File: config.mk
export PLATFORM = sky130hd
export DESIGN_NAME = tpu_sequencer_flat
export DESIGN_NICKNAME = d
export VERILOG_FILES = /design/src/rtl/tpu_sequencer_if.sv /design/src/rtl/tpu_sequencer.sv /design/src/flat_wrapper.sv
export SDC_FILE = /design/constraint.sdc
export NUM_CORES = 1
export LEC_CHECK = 0
export CAP_MARGIN = 10
export CORE_MARGIN = 3
export CORE_UTILIZATION = 55
export DETAILED_ROUTE_END_ITERATION = 6
export GPL_ROUTABILITY_DRIVEN = 0
export PLACE_DENSITY_LB_ADDON = 0.2
export SLEW_MARGIN = 20
export SYNTH_ARGS = -nofsm -noshare
export SYNTH_HDL_FRONTEND = slang
export SYNTH_SLANG_ARGS = --single-unit
File: constraint.sdc
create_clock -name clk -period 5.8 [get_ports clk]
set_input_delay 0.87 -clock clk [delete_from_list [all_inputs] [get_ports clk]]
set_output_delay 0.87 -clock clk [all_outputs]
set_load 0.02 [all_outputs]
File: src/rtl/tpu_sequencer_if.sv
// Handshake bundle between the matrix-pass run controller and its host and datapath.
// The host drives the start request, run configuration and FIFO status. The controller drives the datapath strobes.
interface tpu_sequencer_if #(
    parameter int ADDRESSSIZE = 10
);
    logic                   start;
    logic [ADDRESSSIZE-1:0] cfg_ub_base;
    logic [ADDRESSSIZE-1:0] cfg_res_base;
    logic [ADDRESSSIZE-1:0] cfg_len;
    logic                   fifo_empty;
    logic                   fifo_read_enable;
    logic                   we_rl;
    logic [ADDRESSSIZE-1:0] ub_address;
    logic                   ub_valid;
    logic                   res_write_enable;
    logic [ADDRESSSIZE-1:0] res_address;
    logic                   busy;
    logic                   done;

    modport master (
        output start, cfg_ub_base, cfg_res_base, cfg_len, fifo_empty,
        input  fifo_read_enable, we_rl, ub_address, ub_valid,
               res_write_enable, res_address, busy, done
    );

    modport slave (
        input  start, cfg_ub_base, cfg_res_base, cfg_len, fifo_empty,
        output fifo_read_enable, we_rl, ub_address, ub_valid,
               res_write_enable, res_address, busy, done
    );
endinterface

File: src/rtl/tpu_sequencer.sv
// Run controller for one matrix pass: weight tile load, unified-buffer row streaming,
// delayed result-row writes into the results SRAM, and a completion pulse.
module tpu_sequencer #(
    parameter int ADDRESSSIZE = 10,
    parameter int W_LAT       = 2,
    parameter int RES_LAT     = 66
) (
    input  logic           clk,
    input  logic           rst,
    tpu_sequencer_if.slave bus
);
    localparam int WLW = (W_LAT > 1) ? $clog2(W_LAT) : 1;

    typedef enum logic [2:0] {
        IDLE   = 3'd0,
        WAIT_W = 3'd1,
        WLOAD  = 3'd2,
        STREAM = 3'd3,
        DRAIN  = 3'd4
    } state_t;

    state_t                 state_r;
    logic [ADDRESSSIZE-1:0] ub_base_r;
    logic [ADDRESSSIZE-1:0] res_base_r;
    logic [ADDRESSSIZE-1:0] len_r;
    logic [ADDRESSSIZE-1:0] icount_r;
    logic [ADDRESSSIZE-1:0] wcount_r;
    logic [ADDRESSSIZE-1:0] ub_address_r;
    logic [ADDRESSSIZE-1:0] res_address_r;
    logic [WLW-1:0]         wl_cnt_r;
    logic                   we_rl_r;
    logic                   ub_valid_r;
    logic                   res_we_r;
    logic                   busy_r;
    logic                   done_r;
    logic                   pre_we_s;
    logic                   pop_s;
    logic                   accept_s;

    // Pop is the single output that must react in the same cycle the FIFO reports data.
    always_comb begin
        pop_s    = (state_r == WAIT_W) && !bus.fifo_empty;
        accept_s = (state_r == IDLE) && bus.start && (bus.cfg_len != {ADDRESSSIZE{1'b0}});
    end

    // Delay line of ub_valid. pre_we_s is asserted one cycle before the matching write,
    // so the write strobe and its address can both leave from flops.
    generate
        if (RES_LAT == 1) begin : g_nodl
            assign pre_we_s = ub_valid_r;
        end else if (RES_LAT == 2) begin : g_dl1
            logic dl_r;
            // Single-stage delay of the row-valid flag.
            always_ff @(posedge clk or posedge rst) begin
                if (rst) begin
                    dl_r <= 1'b0;
                end else begin
                    dl_r <= ub_valid_r;
                end
            end
            assign pre_we_s = dl_r;
        end else begin : g_dln
            logic [RES_LAT-2:0] dl_r;
            // Multi-stage shift of the row-valid flag through the array latency.
            always_ff @(posedge clk or posedge rst) begin
                if (rst) begin
                    dl_r <= {(RES_LAT-1){1'b0}};
                end else begin
                    dl_r <= {dl_r[RES_LAT-3:0], ub_valid_r};
                end
            end
            assign pre_we_s = dl_r[RES_LAT-2];
        end
    endgenerate

    // Result write port: strobe, address and the completed-write counter j.
    always_ff @(posedge clk or posedge rst) begin
        if (rst) begin
            res_we_r      <= 1'b0;
            res_address_r <= {ADDRESSSIZE{1'b0}};
            wcount_r      <= {ADDRESSSIZE{1'b0}};
        end else begin
            res_we_r      <= pre_we_s;
            res_address_r <= pre_we_s ? (res_base_r + wcount_r) : {ADDRESSSIZE{1'b0}};
            if (accept_s) begin
                wcount_r <= {ADDRESSSIZE{1'b0}};
            end else if (pre_we_s) begin
                wcount_r <= wcount_r + ADDRESSSIZE'(1);
            end else begin
                wcount_r <= wcount_r;
            end
        end
    end

    // Run state machine with registered control outputs.
    always_ff @(posedge clk or posedge rst) begin
        if (rst) begin
            state_r      <= IDLE;
            ub_base_r    <= {ADDRESSSIZE{1'b0}};
            res_base_r   <= {ADDRESSSIZE{1'b0}};
            len_r        <= {ADDRESSSIZE{1'b0}};
            icount_r     <= {ADDRESSSIZE{1'b0}};
            ub_address_r <= {ADDRESSSIZE{1'b0}};
            wl_cnt_r     <= {WLW{1'b0}};
            we_rl_r      <= 1'b0;
            ub_valid_r   <= 1'b0;
            busy_r       <= 1'b0;
            done_r       <= 1'b0;
        end else begin
            done_r <= 1'b0;
            case (state_r)
                IDLE: begin
                    if (accept_s) begin
                        ub_base_r  <= bus.cfg_ub_base;
                        res_base_r <= bus.cfg_res_base;
                        len_r      <= bus.cfg_len;
                        busy_r     <= 1'b1;
                        state_r    <= WAIT_W;
                    end else if (bus.start) begin
                        done_r <= 1'b1;
                    end else begin
                        state_r <= IDLE;
                    end
                end
                WAIT_W: begin
                    if (pop_s) begin
                        we_rl_r  <= 1'b1;
                        wl_cnt_r <= {WLW{1'b0}};
                        state_r  <= WLOAD;
                    end else begin
                        state_r <= WAIT_W;
                    end
                end
                WLOAD: begin
                    if (wl_cnt_r == WLW'(W_LAT - 1)) begin
                        we_rl_r      <= 1'b0;
                        ub_valid_r   <= 1'b1;
                        ub_address_r <= ub_base_r;
                        icount_r     <= ADDRESSSIZE'(1);
                        state_r      <= STREAM;
                    end else begin
                        wl_cnt_r <= wl_cnt_r + WLW'(1);
                    end
                end
                STREAM: begin
                    // Address addition wraps silently at the top of the buffer.
                    if (icount_r == len_r) begin
                        ub_valid_r   <= 1'b0;
                        ub_address_r <= {ADDRESSSIZE{1'b0}};
                        state_r      <= DRAIN;
                    end else begin
                        ub_address_r <= ub_base_r + icount_r;
                        icount_r     <= icount_r + ADDRESSSIZE'(1);
                    end
                end
                DRAIN: begin
                    if (wcount_r == len_r) begin
                        busy_r  <= 1'b0;
                        done_r  <= 1'b1;
                        state_r <= IDLE;
                    end else begin
                        state_r <= DRAIN;
                    end
                end
                default: begin
                    state_r      <= IDLE;
                    we_rl_r      <= 1'b0;
                    ub_valid_r   <= 1'b0;
                    ub_address_r <= {ADDRESSSIZE{1'b0}};
                    busy_r       <= 1'b0;
                end
            endcase
        end
    end

    assign bus.fifo_read_enable = pop_s;
    assign bus.we_rl            = we_rl_r;
    assign bus.ub_address       = ub_address_r;
    assign bus.ub_valid         = ub_valid_r;
    assign bus.res_write_enable = res_we_r;
    assign bus.res_address      = res_address_r;
    assign bus.busy             = busy_r;
    assign bus.done             = done_r;
endmodule
File: src/flat_wrapper.sv
// flat-port wrapper written by rule: the top's interface ports become plain ports
module tpu_sequencer_flat 
#(
    parameter int ADDRESSSIZE = 10,
    parameter int W_LAT       = 2,
    parameter int RES_LAT     = 66
)
  (clk, rst, bus_start, bus_cfg_ub_base, bus_cfg_res_base, bus_cfg_len, bus_fifo_empty, bus_fifo_read_enable, bus_we_rl, bus_ub_address, bus_ub_valid, bus_res_write_enable, bus_res_address, bus_busy, bus_done);
  tpu_sequencer_if #(.ADDRESSSIZE(ADDRESSSIZE)) bus_i ();
  input  logic clk;
  input  logic rst;
  input wire logic [$bits(bus_i.start)-1:0] bus_start;
  input wire logic [$bits(bus_i.cfg_ub_base)-1:0] bus_cfg_ub_base;
  input wire logic [$bits(bus_i.cfg_res_base)-1:0] bus_cfg_res_base;
  input wire logic [$bits(bus_i.cfg_len)-1:0] bus_cfg_len;
  input wire logic [$bits(bus_i.fifo_empty)-1:0] bus_fifo_empty;
  output wire logic [$bits(bus_i.fifo_read_enable)-1:0] bus_fifo_read_enable;
  output wire logic [$bits(bus_i.we_rl)-1:0] bus_we_rl;
  output wire logic [$bits(bus_i.ub_address)-1:0] bus_ub_address;
  output wire logic [$bits(bus_i.ub_valid)-1:0] bus_ub_valid;
  output wire logic [$bits(bus_i.res_write_enable)-1:0] bus_res_write_enable;
  output wire logic [$bits(bus_i.res_address)-1:0] bus_res_address;
  output wire logic [$bits(bus_i.busy)-1:0] bus_busy;
  output wire logic [$bits(bus_i.done)-1:0] bus_done;
  assign bus_i.start = bus_start;
  assign bus_i.cfg_ub_base = bus_cfg_ub_base;
  assign bus_i.cfg_res_base = bus_cfg_res_base;
  assign bus_i.cfg_len = bus_cfg_len;
  assign bus_i.fifo_empty = bus_fifo_empty;
  assign bus_fifo_read_enable = bus_i.fifo_read_enable;
  assign bus_we_rl = bus_i.we_rl;
  assign bus_ub_address = bus_i.ub_address;
  assign bus_ub_valid = bus_i.ub_valid;
  assign bus_res_write_enable = bus_i.res_write_enable;
  assign bus_res_address = bus_i.res_address;
  assign bus_busy = bus_i.busy;
  assign bus_done = bus_i.done;
  tpu_sequencer #(.ADDRESSSIZE(ADDRESSSIZE), .W_LAT(W_LAT), .RES_LAT(RES_LAT)) u_core (.clk(clk), .rst(rst), .bus(bus_i));
endmodule
==> results.ini <==
[flow_run]
cap_violations=0

[clocking]
htreeDepth=4
cts_resized=0
cts_tree=done
cts.sinks=144
clock_latency_ns=0.53
cts_buffers=17
cts_setup_buffers=0
cts_hold_buf=0
cts_buffer_depth=2
clk_pin_slew_ns=0.06
root_buffer=clkbuf_8

[min_path]
hold_class=flop to flop
min_to=u_core.g_dln.dl_r[56]
holdPathStages=0
hp-start=u_core.g_dln.dl_r[55]

[worst_setup_path]
arrival_ns=2.45
r2r_slack_ns=3.40
cp_max_fo=9
cp_cell_sequence=inv_1, nor4_1, clkdlybuf4s50_1
worstSetupStartpointType=flop
cp.depth=3
cp_top_family=buffers and inverters
end_kind=primary output
critPathBufInv=2
path_class=flop to primary output
cp.required_ns=4.93
reg2reg_to=u_core.len_r[0]
ff2ff_path_depth=4
critPathMaxStageDelay_ns=0.69
slowest_stage=clkdlybuf4s50_1
reg2reg_from=u_core.state_r[0]

[floorplanning]
rows=36
initial_core_util_pct=58.1
fp.dieArea_um2=11900
design.core.area_um2=10000
die_y_um=109
die-width_um=109
io_pins=60

[drt]
routedWlPerCell_um=16.2
drcViolationCount=0
via_count=3622
wirelength_mm=10.9
viasPerCell=5.41
drt_pass1_iterations=4
drtIter0Drc=284
ant_nets=0

[final_layout]
drive_gt1_share_pct=13.4
diodes=0
areaGrowthSynthToFinish_pct=22.0
fillers=679
stdcell_area_um2=7120
fin_nets=580

[timing]
layout_min_cycle_time_ns=3.32
fin_tns_setup_ns=0
slew_headroom_pct=33.5
fin_skew_ns=0.00612
max_freq_mhz=301
finalCritPeriodShare_pct=57.3
setup_violations=0
rsz0062_at_grt=no
slew_viol_final=0
hold_viol=0
worstMarginPinSlew_ns=0.997

[synthesis]
synth_area_um2=5840
avgSynthCellArea_um2=12.8
ys_seq_area_share_pct=61.7
ys.flop_type=dfrtp_1
yosysWarnings=0
synthCells=456
synthArstFlopShare_pct=100
synth_seq_cells=144
synth_largest_area_cell=dfrtp_1
synth_fp_nets=512
synth_edf_count=0
synth_cell_type_count=52
synth_area_leaders=dfrtp_1, mux2_2, ha_1
synth.top_cell.area_share_pct=61.7

[power_and_ir_drop]
total_power_mw=3.91
p_per_area_nw_per_um2=549
vdd_drop_max_mv=0.359
cellLeakagePower_nw=3.26

[grt]
antenna_found_initial=0
grt_pass1_wl_mm=18.4
grt_overflow=0
grt_max_degree=105
track_usage_pct=20.5
first_global_vias=3793

[place]
place_area_um2=6550
portBuffers=59
dpl.hpwl_mm=7.08

[status]
status=finished clean

==> per-stage QoR <==
| stage | instances | hold WS [ns] | setup WS, ns | util, % |
|---|---|---|---|---|
| final | 670 | 0.348 | 2.48 | 70.9 |
| after global routing | 670 | 0.354 | 2.39 | 70.9 |
| after floorplan | 456 | 0.331 | 1.06 | - |
| after global placement | 638 | 0.335 | 2.54 | 65.2 |
| after CTS | 670 | 0.349 | 2.46 | 70.9 |
| after detailed placement | 638 | 0.335 | 2.51 | 65.2 |
==> area by class of cell <==
type	instances	area (um2)	area share [%]
Clock buffer	19	442	6.20
Clock inverter	13	128	1.79
Inverter	27	106	1.49
Multi-Input combinational cell	272	2060	29.0
Sequential cell	144	3600	50.6
Tap cell	133	166	2.34
Timing Repair Buffer	62	613	8.61
==> per-layer routing <==
layer  track usage [%]  part of all wire, %
met4              8.57                  2.2
met5                 0                    0
met1              25.0                   42
met3              5.74                  3.7
met2              34.5                   52
==> Yosys cell counts (3+ instances only) <==
master      n
o31ai_1     4
clkbuf_1    3
xor2_1     26
and2_1      3
ha_1       20
buf_2       7
dfrtp_1   144
nand4_1     8
xnor2_1    21
inv_1      26
nor2b_1     3
nor4_1      4
nor3_1     10
nand3_1     7
a21oi_1    13
nand2_1    19
nand2b_1    4
mux2_2     25
a21o_1      5
nor2_1     35
o21a_1      3
a222oi_1    6
o21ai_0    15
and3_1      8
o22ai_1     3
==> report_power, final <==
| part | internal, mW | switching, mW |
|---|---|---|
| sequential | 1.37 | 0.282 |
| combinational | 0.590 | 0.641 |
| clock | 0.598 | 0.431 |
| total | 2.55 | 1.35 |
==> state kept, by name, summed over array words and instances (netlist names) <==
name and cells:
u_core.bus.busy 1, u_core.bus.done 1, u_core.bus.res_address 10, u_core.bus.res_write_enable 1, u_core.bus.ub_address 10, u_core.bus.ub_valid 1
u_core.bus.we_rl 1, u_core.g_dln.dl_r 65, u_core.icount_r 10, u_core.len_r 10, u_core.res_base_r 10, u_core.state_r 3
u_core.ub_base_r 10, u_core.wcount_r 10, u_core.wl_cnt_r 1
==> cell families (layout without fill, tap and decap cells) <==
logic type,after synthesis,in the layout,share of synthesized area [%]
mux,28,28,5.36
compound gates,64,64,7.71
flops,144,144,61.7
fa+ha+maj,22,22,4.97
xor+xnor,48,48,7.33
buf+inv,40,121,3.04
simple gates,110,110,9.88
==> worst max-delay path by stage <==
stage / start / endpoint / slack [ns]
detailed placement: bus_fifo_empty / bus_fifo_read_enable / 2.51
floorplan: rst / u_core.bus.busy / 1.06
global route: u_core.state_r[0] / bus_fifo_read_enable / 2.39
global placement: bus_fifo_empty / bus_fifo_read_enable / 2.54
CTS: u_core.state_r[0] / bus_fifo_read_enable / 2.46
finish: u_core.state_r[0] / bus_fifo_read_enable / 2.48
==> layout by cell type, fill, tap and decap left out, types with 2 or more instances in the layout <==
| cell type | netlist | routed |
|---|---|---|
| a21o_1 | 5 | 5 |
| a21oi_1 | 13 | 13 |
| a222oi_1 | 6 | 6 |
| a22oi_1 | 2 | 2 |
| and2_1 | 3 | 2 |
| and3_1 | 8 | 8 |
| buf_4 | 1 | 3 |
| clkbuf_16 | 0 | 16 |
| clkbuf_8 | 0 | 3 |
| clkdlybuf4s50_1 | 0 | 59 |
| clkinv_4 | 0 | 4 |
| clkinvlp_4 | 0 | 3 |
| dfrtp_1 | 144 | 144 |
| fa_1 | 2 | 2 |
| ha_1 | 20 | 20 |
| inv_1 | 26 | 25 |
| inv_6 | 0 | 5 |
| mux2_2 | 25 | 25 |
| mux2i_1 | 2 | 2 |
| nand2_1 | 19 | 19 |
| nand2b_1 | 4 | 4 |
| nand3_1 | 7 | 7 |
| nand4_1 | 8 | 8 |
| nor2_1 | 35 | 35 |
| nor2b_1 | 3 | 3 |
| nor3_1 | 10 | 9 |
| nor3_2 | 1 | 2 |
| nor3b_1 | 2 | 2 |
| nor4_1 | 4 | 4 |
| nor4_4 | 2 | 2 |
| o21a_1 | 3 | 3 |
| o21ai_0 | 15 | 15 |
| o21bai_1 | 2 | 2 |
| o22ai_1 | 3 | 3 |
| o31ai_1 | 4 | 4 |
| xnor2_1 | 21 | 21 |
| xor2_1 | 26 | 26 |
Note: power is estimated with default switching activity, not from simulation.
